[config.mk]
export PLATFORM = sky130hd
export DESIGN_NAME = count_monitor
export DESIGN_NICKNAME = d
export VERILOG_FILES = /design/src/rtl/count_monitor.sv
export SDC_FILE = /design/constraint.sdc
export NUM_CORES = 1
export LEC_CHECK = 0
export ABC_AREA = 0
export CORE_ASPECT_RATIO = 1.5
export CORE_UTILIZATION = 30
export CTS_BUF_LIST = sky130_fd_sc_hd__clkbuf_8 sky130_fd_sc_hd__clkbuf_16
export DETAILED_ROUTE_END_ITERATION = 8
export SETUP_SLACK_MARGIN = 0.3
export SLEW_MARGIN = 20
export SYNTH_ARGS = -nofsm -noshare
export SYNTH_HDL_FRONTEND = slang
export SYNTH_SLANG_ARGS = --single-unit
export TNS_END_PERCENT = 1
[constraint.sdc]
create_clock -name CLK -period 2.6 [get_ports CLK]
set_input_delay 0.52 -clock CLK [delete_from_list [all_inputs] [get_ports CLK]]
set_output_delay 0.52 -clock CLK [all_outputs]
set_load 0.01 [all_outputs]
[src/rtl/count_monitor.sv]
// Sequence monitor for the mod-(MAX_COUNT+1) up-counter: hunts for a legal value,
// locks after LOCK_N correct increments, then flags skips, stalls and illegal codes.
module count_monitor #(
  parameter int unsigned WIDTH     = 4,
  parameter int unsigned MAX_COUNT = 14,
  parameter int unsigned LOCK_N    = 3,
  parameter int unsigned UNLOCK_N  = 2
) (
  input  logic             CLK,
  input  logic             RESET,
  input  logic             EN,
  input  logic [WIDTH-1:0] Q_IN,
  input  logic             CLR_ERR,
  output logic             LOCKED,
  output logic             ERR,
  output logic             ILLEGAL,
  output logic [7:0]       ERR_CNT,
  output logic [7:0]       WRAP_CNT
);

  localparam int unsigned GW = (LOCK_N   > 1) ? $clog2(LOCK_N + 1)   : 1;
  localparam int unsigned BW = (UNLOCK_N > 1) ? $clog2(UNLOCK_N + 1) : 1;
  localparam logic [WIDTH-1:0] MAXV   = WIDTH'(MAX_COUNT);
  localparam logic [GW-1:0]    LOCKV  = GW'(LOCK_N);
  localparam logic [BW-1:0]    UNLOCKV = BW'(UNLOCK_N);

  typedef enum logic [1:0] {HUNT, CHECK, LOCK} state_t;

  state_t          state;
  logic [WIDTH-1:0] prev;
  logic [GW-1:0]   good_cnt;
  logic [BW-1:0]   bad_cnt;

  logic [WIDTH-1:0] nxt;
  logic             legal;
  logic             match;
  logic             err_inc;

  always_comb begin
    nxt     = (prev == MAXV) ? '0 : prev + 1'b1;
    legal   = (Q_IN <= MAXV);
    match   = legal && (Q_IN == nxt);
    err_inc = EN && (state == LOCK) && !match;
  end

  always_ff @(posedge CLK) begin
    if (!RESET) begin
      state    <= HUNT;
      prev     <= '0;
      good_cnt <= '0;
      bad_cnt  <= '0;
      LOCKED   <= 1'b0;
      ERR      <= 1'b0;
      ILLEGAL  <= 1'b0;
      ERR_CNT  <= '0;
      WRAP_CNT <= '0;
    end else begin
      ERR     <= 1'b0;
      ILLEGAL <= 1'b0;

      // Clear wins over a pending count, but the same-cycle mismatch still lands as 1.
      if (CLR_ERR)
        ERR_CNT <= {7'd0, err_inc};
      else if (err_inc && ERR_CNT != '1)
        ERR_CNT <= ERR_CNT + 8'd1;

      if (EN) begin
        if (!legal)
          ILLEGAL <= 1'b1;
        else
          prev <= Q_IN;

        case (state)
          HUNT: begin
            if (legal) begin
              good_cnt <= '0;
              state    <= CHECK;
            end
          end
          CHECK: begin
            if (!legal) begin
              state <= HUNT;
            end else if (match) begin
              good_cnt <= good_cnt + 1'b1;
              if (good_cnt + 1'b1 == LOCKV) begin
                bad_cnt <= '0;
                state   <= LOCK;
                LOCKED  <= 1'b1;
              end
            end else begin
              good_cnt <= '0;
            end
          end
          LOCK: begin
            if (match) begin
              bad_cnt <= '0;
              if (prev == MAXV)
                WRAP_CNT <= WRAP_CNT + 8'd1;
            end else begin
              ERR     <= 1'b1;
              bad_cnt <= bad_cnt + 1'b1;
              if (bad_cnt + 1'b1 == UNLOCKV) begin
                good_cnt <= '0;
                state    <= CHECK;
                LOCKED   <= 1'b0;
              end
            end
          end
          default: begin
            state  <= HUNT;
            LOCKED <= 1'b0;
          end
        endcase
      end
    end
  end

endmodule
**Word-level counts from Yosys, hierarchy flattened**

Index checks and enable logic that the tools add are counted.

- Flip-flop bits (word level): 29
- Latch bits: 0
- Memory bits (writable): 0
- Bits in read-only memories: 0
- Bits of input ports: 8
- Logic and storage cells: 80
- Memories: 0

- $add $sub $neg: 5
- Multiply operators: 0
- Div/mod/pow operators: 0
- Magnitude comparators: 1
- Equal/unequal tests: 15
- Shifts and indexed selects: 0
- Multiplexer cells: 29
- Bitwise logic cells: 2
- Reduce and logical (&&, ||, !) cells: 18

Operator list:

| cell | number |
|---|---|
| two-way mux 2 bit | 15 |
| adder 8 x 1 -> 8 bit, second input constant | 2 |
| case mux 2 bit (3 select lines) | 2 |
| AND reduction 6 bit | 2 |
| inequality test 2 bit, second input constant | 5 |
| two-way mux 1 bit | 9 |
| inequality test 8 bit, second input constant | 1 |
| AND reduction 7 bit | 1 |
| equality test 2 bit, second input constant | 3 |
| inequality test 3 bit, second input constant | 2 |
| AND reduction 5 bit | 1 |
| adder 2 x 1 -> 2 bit, second input constant | 2 |
| adder 4 x 1 -> 4 bit, second input constant | 1 |
| equality test 4 bit | 1 |
| equality test 4 bit, second input constant | 1 |
| <= comparator 4 bit, second input constant | 1 |
| logical AND 1 bit | 4 |
| two-way mux 4 bit | 1 |
| case mux 2 bit (2 select lines) | 1 |
| AND reduction 2 bit | 2 |
| AND reduction 4 bit | 1 |
| nonzero test 2 bit | 2 |
| case mux 1 bit (3 select lines) | 1 |
| AND reduction 3 bit | 1 |
| 7 further kinds | 8 |

**Depth between registers and ports, before layout**

Gate-level depths: netlist of the first run.

- Depth after elaboration: 9
- Gate-level depth with buffers: 9
- Mapped depth without buffers: 8

**Least setup slack after synthesis of the first run**

Ideal clock, no wire load.

- Kind: input to register
- From: input port Q_IN[2]
- To: register WRAP_CNT[6]
- Library setup time: 0.071 ns
- Arrival time: 2.039 ns
- Required time: 2.529 ns
- Slack: 0.490 ns
- Cell stages on the path: 8
- Path buffers: 1
- Cells stage by stage: buf_2 or2_0 a21oi_1 o21ai_1 a211oi_4 nand4_2 or3_1 a21oi_1

- Longest elaborated chain between the ends: 3
- Elaborated cells between the ends (all ways): 4

Ends and longest elaborated chain:

| item | RTL line | source |
|---|---|---|
| start, declared | 12 | `input logic [WIDTH-1:0] Q_IN,` |
| <= comparator 4 bit or equality test 4 bit (tied branches) | 41, 42 |  |
| logical AND 1 bit (*) | 42 | `match = legal && (Q_IN == nxt);` |
| AND reduction 4 bit (no source line) (*) | -- |  |
| end signal, assigned | 98 | `WRAP_CNT <= WRAP_CNT + 8'd1;` |
| end, declared | 18 | `output logic [7:0] WRAP_CNT` |

Every way passes the cells marked *; elsewhere a longest branch is shown, timed or not.
A chain may end at the register's enable or synchronous reset.

**Final worst setup path of the first run**

- From: input port Q_IN[3]
- To: register WRAP_CNT[6]

The elaborated chain is that of the path after synthesis.

==> results of run 1 <==
[worst register-to-register path: cells and delay by family, from the launching register on]
family | cells | cell delay, ns
AND/OR/NAND/NOR | 3 | 0.75
buffers and inverters | 1 | 0.16
AO/OA/AOI/OAI | 4 | 0.64
flip-flops | 1 | 0.38
[what timing repair did]
action / in CTS / in global routing
pin swaps: 0 / 4
hold endpoints to repair: 0 / 0
setup buffers: 0 / 0
gates resized for setup: 2 / 6
endpoints found under the setup margin: 6 / 18
[layout make-up]
class	count	area [sq um]	share of cell area, %
Multi-Input combinational cell	135	892	43.1
Sequential cell	29	581	28.0
Timing Repair Buffer	41	382	18.4
Clock buffer	6	82.6	3.99
Tap cell	66	82.6	3.99
Clock inverter	2	33.8	1.63
Inverter	5	18.8	0.906
[metrics by stage]
step	instance area [sq um]	worst slack, ns	total power [mW]
after floorplan	1500	0.490	0.521
after global placement	1920	-0.00653	0.562
after detailed placement	1920	-0.0971	0.563
after CTS	2050	0.257	1.05
after global routing	2070	0.256	1.09
final	2070	0.347	1.03
[layout by cell type, fill, tap and decap left out, types with 3 or more instances in the layout]
master           instances
a21oi_1                  9
inv_1                    6
nand3_1                  6
nand4_1                 10
nand2b_1                 4
xnor2_1                  8
clkbuf_8                 6
dfxtp_1                 29
and3_1                   3
o221a_2                  4
nand2_1                 11
nand3b_1                 3
nor2_1                  21
buf_4                   14
mux2i_1                  3
clkdlybuf4s50_1         24
nor3_1                  12
xor2_1                   6
ha_1                     4
[logic make-up after synthesis]
| family | Yosys count | synth area share, % |
|---|---|---|
| compound gates | 28 | 13.8 |
| flops | 29 | 38.8 |
| buf+inv | 11 | 3.17 |
| mux | 3 | 2.01 |
| simple gates | 86 | 30.7 |
| xor+xnor | 14 | 8.19 |
| fa+ha+maj | 4 | 3.34 |
[final timing paths]
| check | start | to | slack, ns |
|---|---|---|---|
| max | Q_IN[3] | WRAP_CNT[6] | 0.35 |
| min | good_cnt[1] | good_cnt[1] | 0.47 |
| min reg2reg | good_cnt[1] | good_cnt[1] | 0.47 |
| max reg2reg | prev[0] | WRAP_CNT[6] | 0.60 |
[state kept, by name (all words and copies together) (netlist names)]
register,cells
ERR_CNT,8
WRAP_CNT,8
prev,4
bad_cnt,2
good_cnt,2
state,2
ERR,1
ILLEGAL,1
LOCKED,1
[power groups by stage]
stage	combinational (mW)	sequential, mW	clock, mW
global route	0.105	0.464	0.517
detailed placement	0.0910	0.472	0
floorplan	0.0534	0.467	0
global placement	0.0901	0.472	0
CTS	0.0923	0.462	0.493
finish	0.0961	0.463	0.476
[per-layer routing]
layer	GRT usage (%)	up-vias
met4	8.25	0
li1	-	716
met2	26.3	22
met5	0	-
met3	3.80	6
met1	16.3	663
==> flow_metrics.tcl, run 1 <==
set metrics [dict create \
    dr_wl_met3_microns 129 \
    whs_ns 0.470 \
    grt_setup_unrepaired "yes" \
    path_clk_slew_ns 0.06 \
    worstPathArrival_ns 2.46 \
    synthCells 175 \
    tns_ns 0 \
    finClkSkew_ns 0.00912 \
    initial_core_util_pct 31.1 \
    cp_top_family "buffers and inverters" \
    hold_depth 2 \
    cts_root_buffer "clkbuf_8" \
    slowest_delay_ns 0.52 \
    p_seq_share_pct 44.7 \
    ys_seq_area_share_pct 38.8 \
    top_layer "met4" \
    critPathCaptureType "flip-flop" \
    synth-edff-count 0 \
    switching_power_mw 0.227 \
    gr-total-overflow 0 \
    area_growth_pct 38.3 \
    drc 0 \
    synthDistinctLibCells 42 \
    gp_congestion 0.827 \
    wirelength_met1_mm 1.52 \
    period_share_pct 86.7 \
    finalNonFillerCells 284 \
    hold_path_class "reg -> reg" \
    die_h_microns 88.5 \
    grt_max_degree 15 \
    cellPowerDensity_nw_per_um2 499 \
    dieArea_sq_um 5280 \
    critPathBufInv 3 \
    dr.pass1.iters 4 \
    max_freq_mhz 444 \
    max-clock-path-buffers 2 \
    dp.cells 276 \
    ios 27 \
    leakage_nw 0.739 \
    ir_drop_v 0.000268 \
    worst_pin_slew_ns 0.465 \
    switching_share_pct 21.9 \
    path_cells "clkdlybuf4s50_1 > buf_4 > xnor2_1 > o21ai_2 > buf_4 > a211oi_4 > nand4_2 > or3_1 > a21oi_1" \
    syn_area_per_cell_sq_um 8.56 \
    cp_max_fo 4 \
    cts_tree "yes" \
    ys_warn_count 0 \
    hpwl_mm 2.61 \
    row_count 31 \
    antenna_cells 0 \
    criticalPathCategory "in -> reg" \
    p_int_mw 0.808 \
    cts_buffers 5 \
    ant_nets 0 \
    combPwrFrac_pct 9.3 \
    worst-path-stages 9 \
    core_sq_um 4810 \
    fin_nets 229 \
    slowest_stage "clkdlybuf4s50_1" \
    via_per_inst 4.95 \
    clk_latency_ns 0.28 \
    routedWlPerCell_microns 12.5 \
    synth_area_leader_cell "dfxtp_1" \
    cap_violations 0 \
    startpoint_type "input port" \
    met2_wirelength_mm 1.81 \
    grt_pass1_wl_mm 5.91 \
    routed_wirelength_mm 3.54 \
    cts_sinks 29 \
    die_x_microns 59.7 \
    hold_viol_final 0 \
    slew_viol_final 0 \
    r2r_cells 8 \
    ys_ff_latch 29 \
    yosys-top-cells-area "dfxtp_1, nor2_1, xnor2_1" \
    crit_top_cell "buf_4" \
    required_ns 2.81 \
    fin_crit_ns 2.25 \
    drive_above_1_share_pct 16.1 \
    ys.flop_type "dfxtp_1" \
    vias 1407 \
    relSlewSlack_pct 68.9 \
    num-fill-cells 526 \
    synth.net_count 187 \
    async_flop_share_pct 0 \
    netlist_area_sq_um 1500 \
    post-route-util_pct 43.1 \
    status "completed" \
    ctsHtreeMaxLevel 2 \
    postCtsHoldBufs 0 \
    drt_iter0_markers 55 \
    grt_usage_pct 15.1 \
    yosysMostFrequentCell "dfxtp_1" \
    grt_pass1_vias 1346 \
    antenna_found_initial 0 \
    power_frac_clock_pct 46.0 \
    io_buffers 26 \
    netlist.area_leader.share_pct 38.8 \
    synth_commonest_cells "dfxtp_1, nor2_1, nor3_1" \
    setup_viol 0 \
]
Power figures use the tool's default switching activity.
==> inputs of run 2 (changes only) <==
--- a/config.mk
+++ b/config.mk
@@ -8,8 +8,8 @@
 export ABC_AREA = 0
 export CORE_ASPECT_RATIO = 1.5
 export CORE_UTILIZATION = 30
-export CTS_BUF_LIST = sky130_fd_sc_hd__clkbuf_8 sky130_fd_sc_hd__clkbuf_16
 export DETAILED_ROUTE_END_ITERATION = 8
+export REMOVE_ABC_BUFFERS = 1
 export SETUP_SLACK_MARGIN = 0.3
 export SLEW_MARGIN = 20
 export SYNTH_ARGS = -nofsm -noshare
==> run 2 against run 1 <==
Clock power rose by 18%. Fmax rose by 4.6%. Via count rose by 0.78%. Count of clock-buffer cells in the layout fell by 1. Hold slack improved by 0.0033 ns. Power rose by 7.6%. Final cell count fell by 1.1%. Critical path depth fell by 1. Critical path type unchanged. Largest cell class unchanged.
==> flow_metrics.tcl, run 2 (same netlist as run 1, synthesis figures left out) <==
set metrics [dict create \
    die_x_microns 59.7 \
    routed_wirelength_mm 3.41 \
    hold_depth 2 \
    rrSetupSlack_ns 0.59 \
    whs_ns 0.474 \
    fin_nets 226 \
    design_area_sq_um 2070 \
    hold_viol_final 0 \
    hpwl_mm 2.44 \
    grt_setup_unrepaired "no" \
    timing.rr.start "prev[3]" \
    gp_congestion 0.778 \
    crit_top_cell "a21oi_1" \
    finalNonFillerCells 281 \
    hold_start "good_cnt[1]" \
    final_cell_mix "dfxtp_1, clkdlybuf4s50_1, nor2_1" \
    core_sq_um 4810 \
    row_count 31 \
    gr-total-overflow 0 \
    final_common_cell "dfxtp_1" \
    grt_max_degree 15 \
    cts_sinks 29 \
    multiInputGateArea_sq_um 898 \
    place_area_sq_um 1900 \
    initial_core_util_pct 31.1 \
    max_freq_mhz 464 \
    required_ns 2.81 \
    io_buffers 26 \
    ant_nets 0 \
    drt_iter0_markers 55 \
    largestRegisters "ERR_CNT: 8 flops, WRAP_CNT: 8 flops, prev: 4 flops" \
    leakage_nw 0.730 \
    holdPathEnd "good_cnt[1]" \
    max-clock-path-buffers 2 \
    relSlewSlack_pct 69.6 \
    area_growth_pct 38.2 \
    antenna_cells 0 \
    ctsHtreeMaxLevel 2 \
    worstPathArrival_ns 2.37 \
    status "completed" \
    slowest_stage "clkdlybuf4s50_1" \
    drc 0 \
    regToRegEndpoint "WRAP_CNT[6]" \
    cap_violations 0 \
    cts_setup_buffers 0 \
    grt_pass1_vias 1339 \
    hold_path_class "reg -> reg" \
    grt_usage_pct 14.9 \
    worst_pin_slew_ns 0.454 \
    ir_drop_v 0.000263 \
    regArea_sq_um 581 \
    startpoint_type "input port" \
    finalPower_mw 1.11 \
    finClkSkew_ns 0.00842 \
    via_per_inst 5.05 \
    cts_root_buffer "clkbuf_8" \
    cts_tree "yes" \
    routedWlPerCell_microns 12.1 \
    clk_latency_ns 0.29 \
    dp.cells 273 \
    antenna_found_initial 0 \
    die_h_microns 88.5 \
    cts_buffers 5 \
    cp_max_fo 4 \
    ios 27 \
    slew_viol_final 0 \
    path_cells "clkdlybuf4s50_1 > nand3b_1 > a21oi_1 > o21ai_2 > a211oi_4 > nand4_2 > or3_1 > a21oi_1" \
    dr.pass1.iters 4 \
    r2r_cells 7 \
    vias 1418 \
    period_share_pct 82.9 \
    slowest_delay_ns 0.53 \
    fin_crit_ns 2.15 \
    critPathCaptureType "flip-flop" \
    setup_viol 0 \
    dieArea_sq_um 5280 \
    drive_above_1_share_pct 15.8 \
    path_clk_slew_ns 0.07 \
    num-fill-cells 518 \
    grt_pass1_wl_mm 5.98 \
    cellPowerDensity_nw_per_um2 538 \
    criticalPathCategory "in -> reg" \
]
run 2: changes by cell type in the layout (fill, tap and decap cells not counted):
cell,before,now
buf_4,14,12
buf_6,1,0
bufinv_16,1,2
clkbuf_8,6,5
clkinv_2,0,1
inv_1,6,5
nor4b_1,1,0
nor4b_2,0,1
run 2: routing by layer:
layer  routed length (microns)  vias to the layer above  global-route usage (%)
li1                          -                      715                       -
met1                      1550                      670                    17.2
met2                      1650                       27                    25.1
met3                       131                        6                    4.68
met4                        70                        0                    6.34
met5                         0                        -                       0
run 2: through the flow:
step | util, % | worst slack [ns] | TNS, ns
2_1_floorplan | - | 0.471 | 0
3_3_place_gp | 39.5 | 0.0199 | 0
3_5_place_dp | 39.5 | -0.0299 | -0.0504
4_1_cts | 42.4 | 0.301 | 0
5_1_grt | 43.0 | 0.329 | 0
6_report | 43.0 | 0.445 | 0
run 2: final cells by class:
type | instances | area share [%]
Multi-Input combinational cell | 135 | 43.4
Clock inverter | 3 | 3.14
Timing Repair Buffer | 38 | 17.2
Clock buffer | 5 | 3.33
Sequential cell | 29 | 28.1
Tap cell | 66 | 3.99
Inverter | 5 | 0.907
run 2: timing repair:
action	4_1_cts	5_1_grt
endpoints found under the hold margin	0	0
cloned	0	0
endpoints found under the setup margin	2	18
gates resized for setup	1	7
pin swaps	0	2
hold buffers	0	0
run 2: worst max-delay path: cells and delay by family:
kind            cells  cell delay (ns)
simple gates        3             0.56
compound gates      4             0.76
buf+inv             1             0.53
run 2: worst max-delay path by stage:
stage               startpoint     endpoint  cells after the start
floorplan              Q_IN[2]   ERR_CNT[0]                      7
CTS                    Q_IN[2]   ERR_CNT[7]                      9
global placement       Q_IN[2]   ERR_CNT[7]                      9
global route           Q_IN[3]  WRAP_CNT[6]                      8
detailed placement     Q_IN[2]   ERR_CNT[7]                      9
finish                 Q_IN[3]  WRAP_CNT[6]                      8
run 2: power breakdown:
part           internal [mW]  switching [mW]  total, mW  leakage, nW
registers              0.451          0.0125      0.463        0.235
clock network          0.381           0.180      0.561       0.0681
logic                 0.0432          0.0457     0.0889        0.427
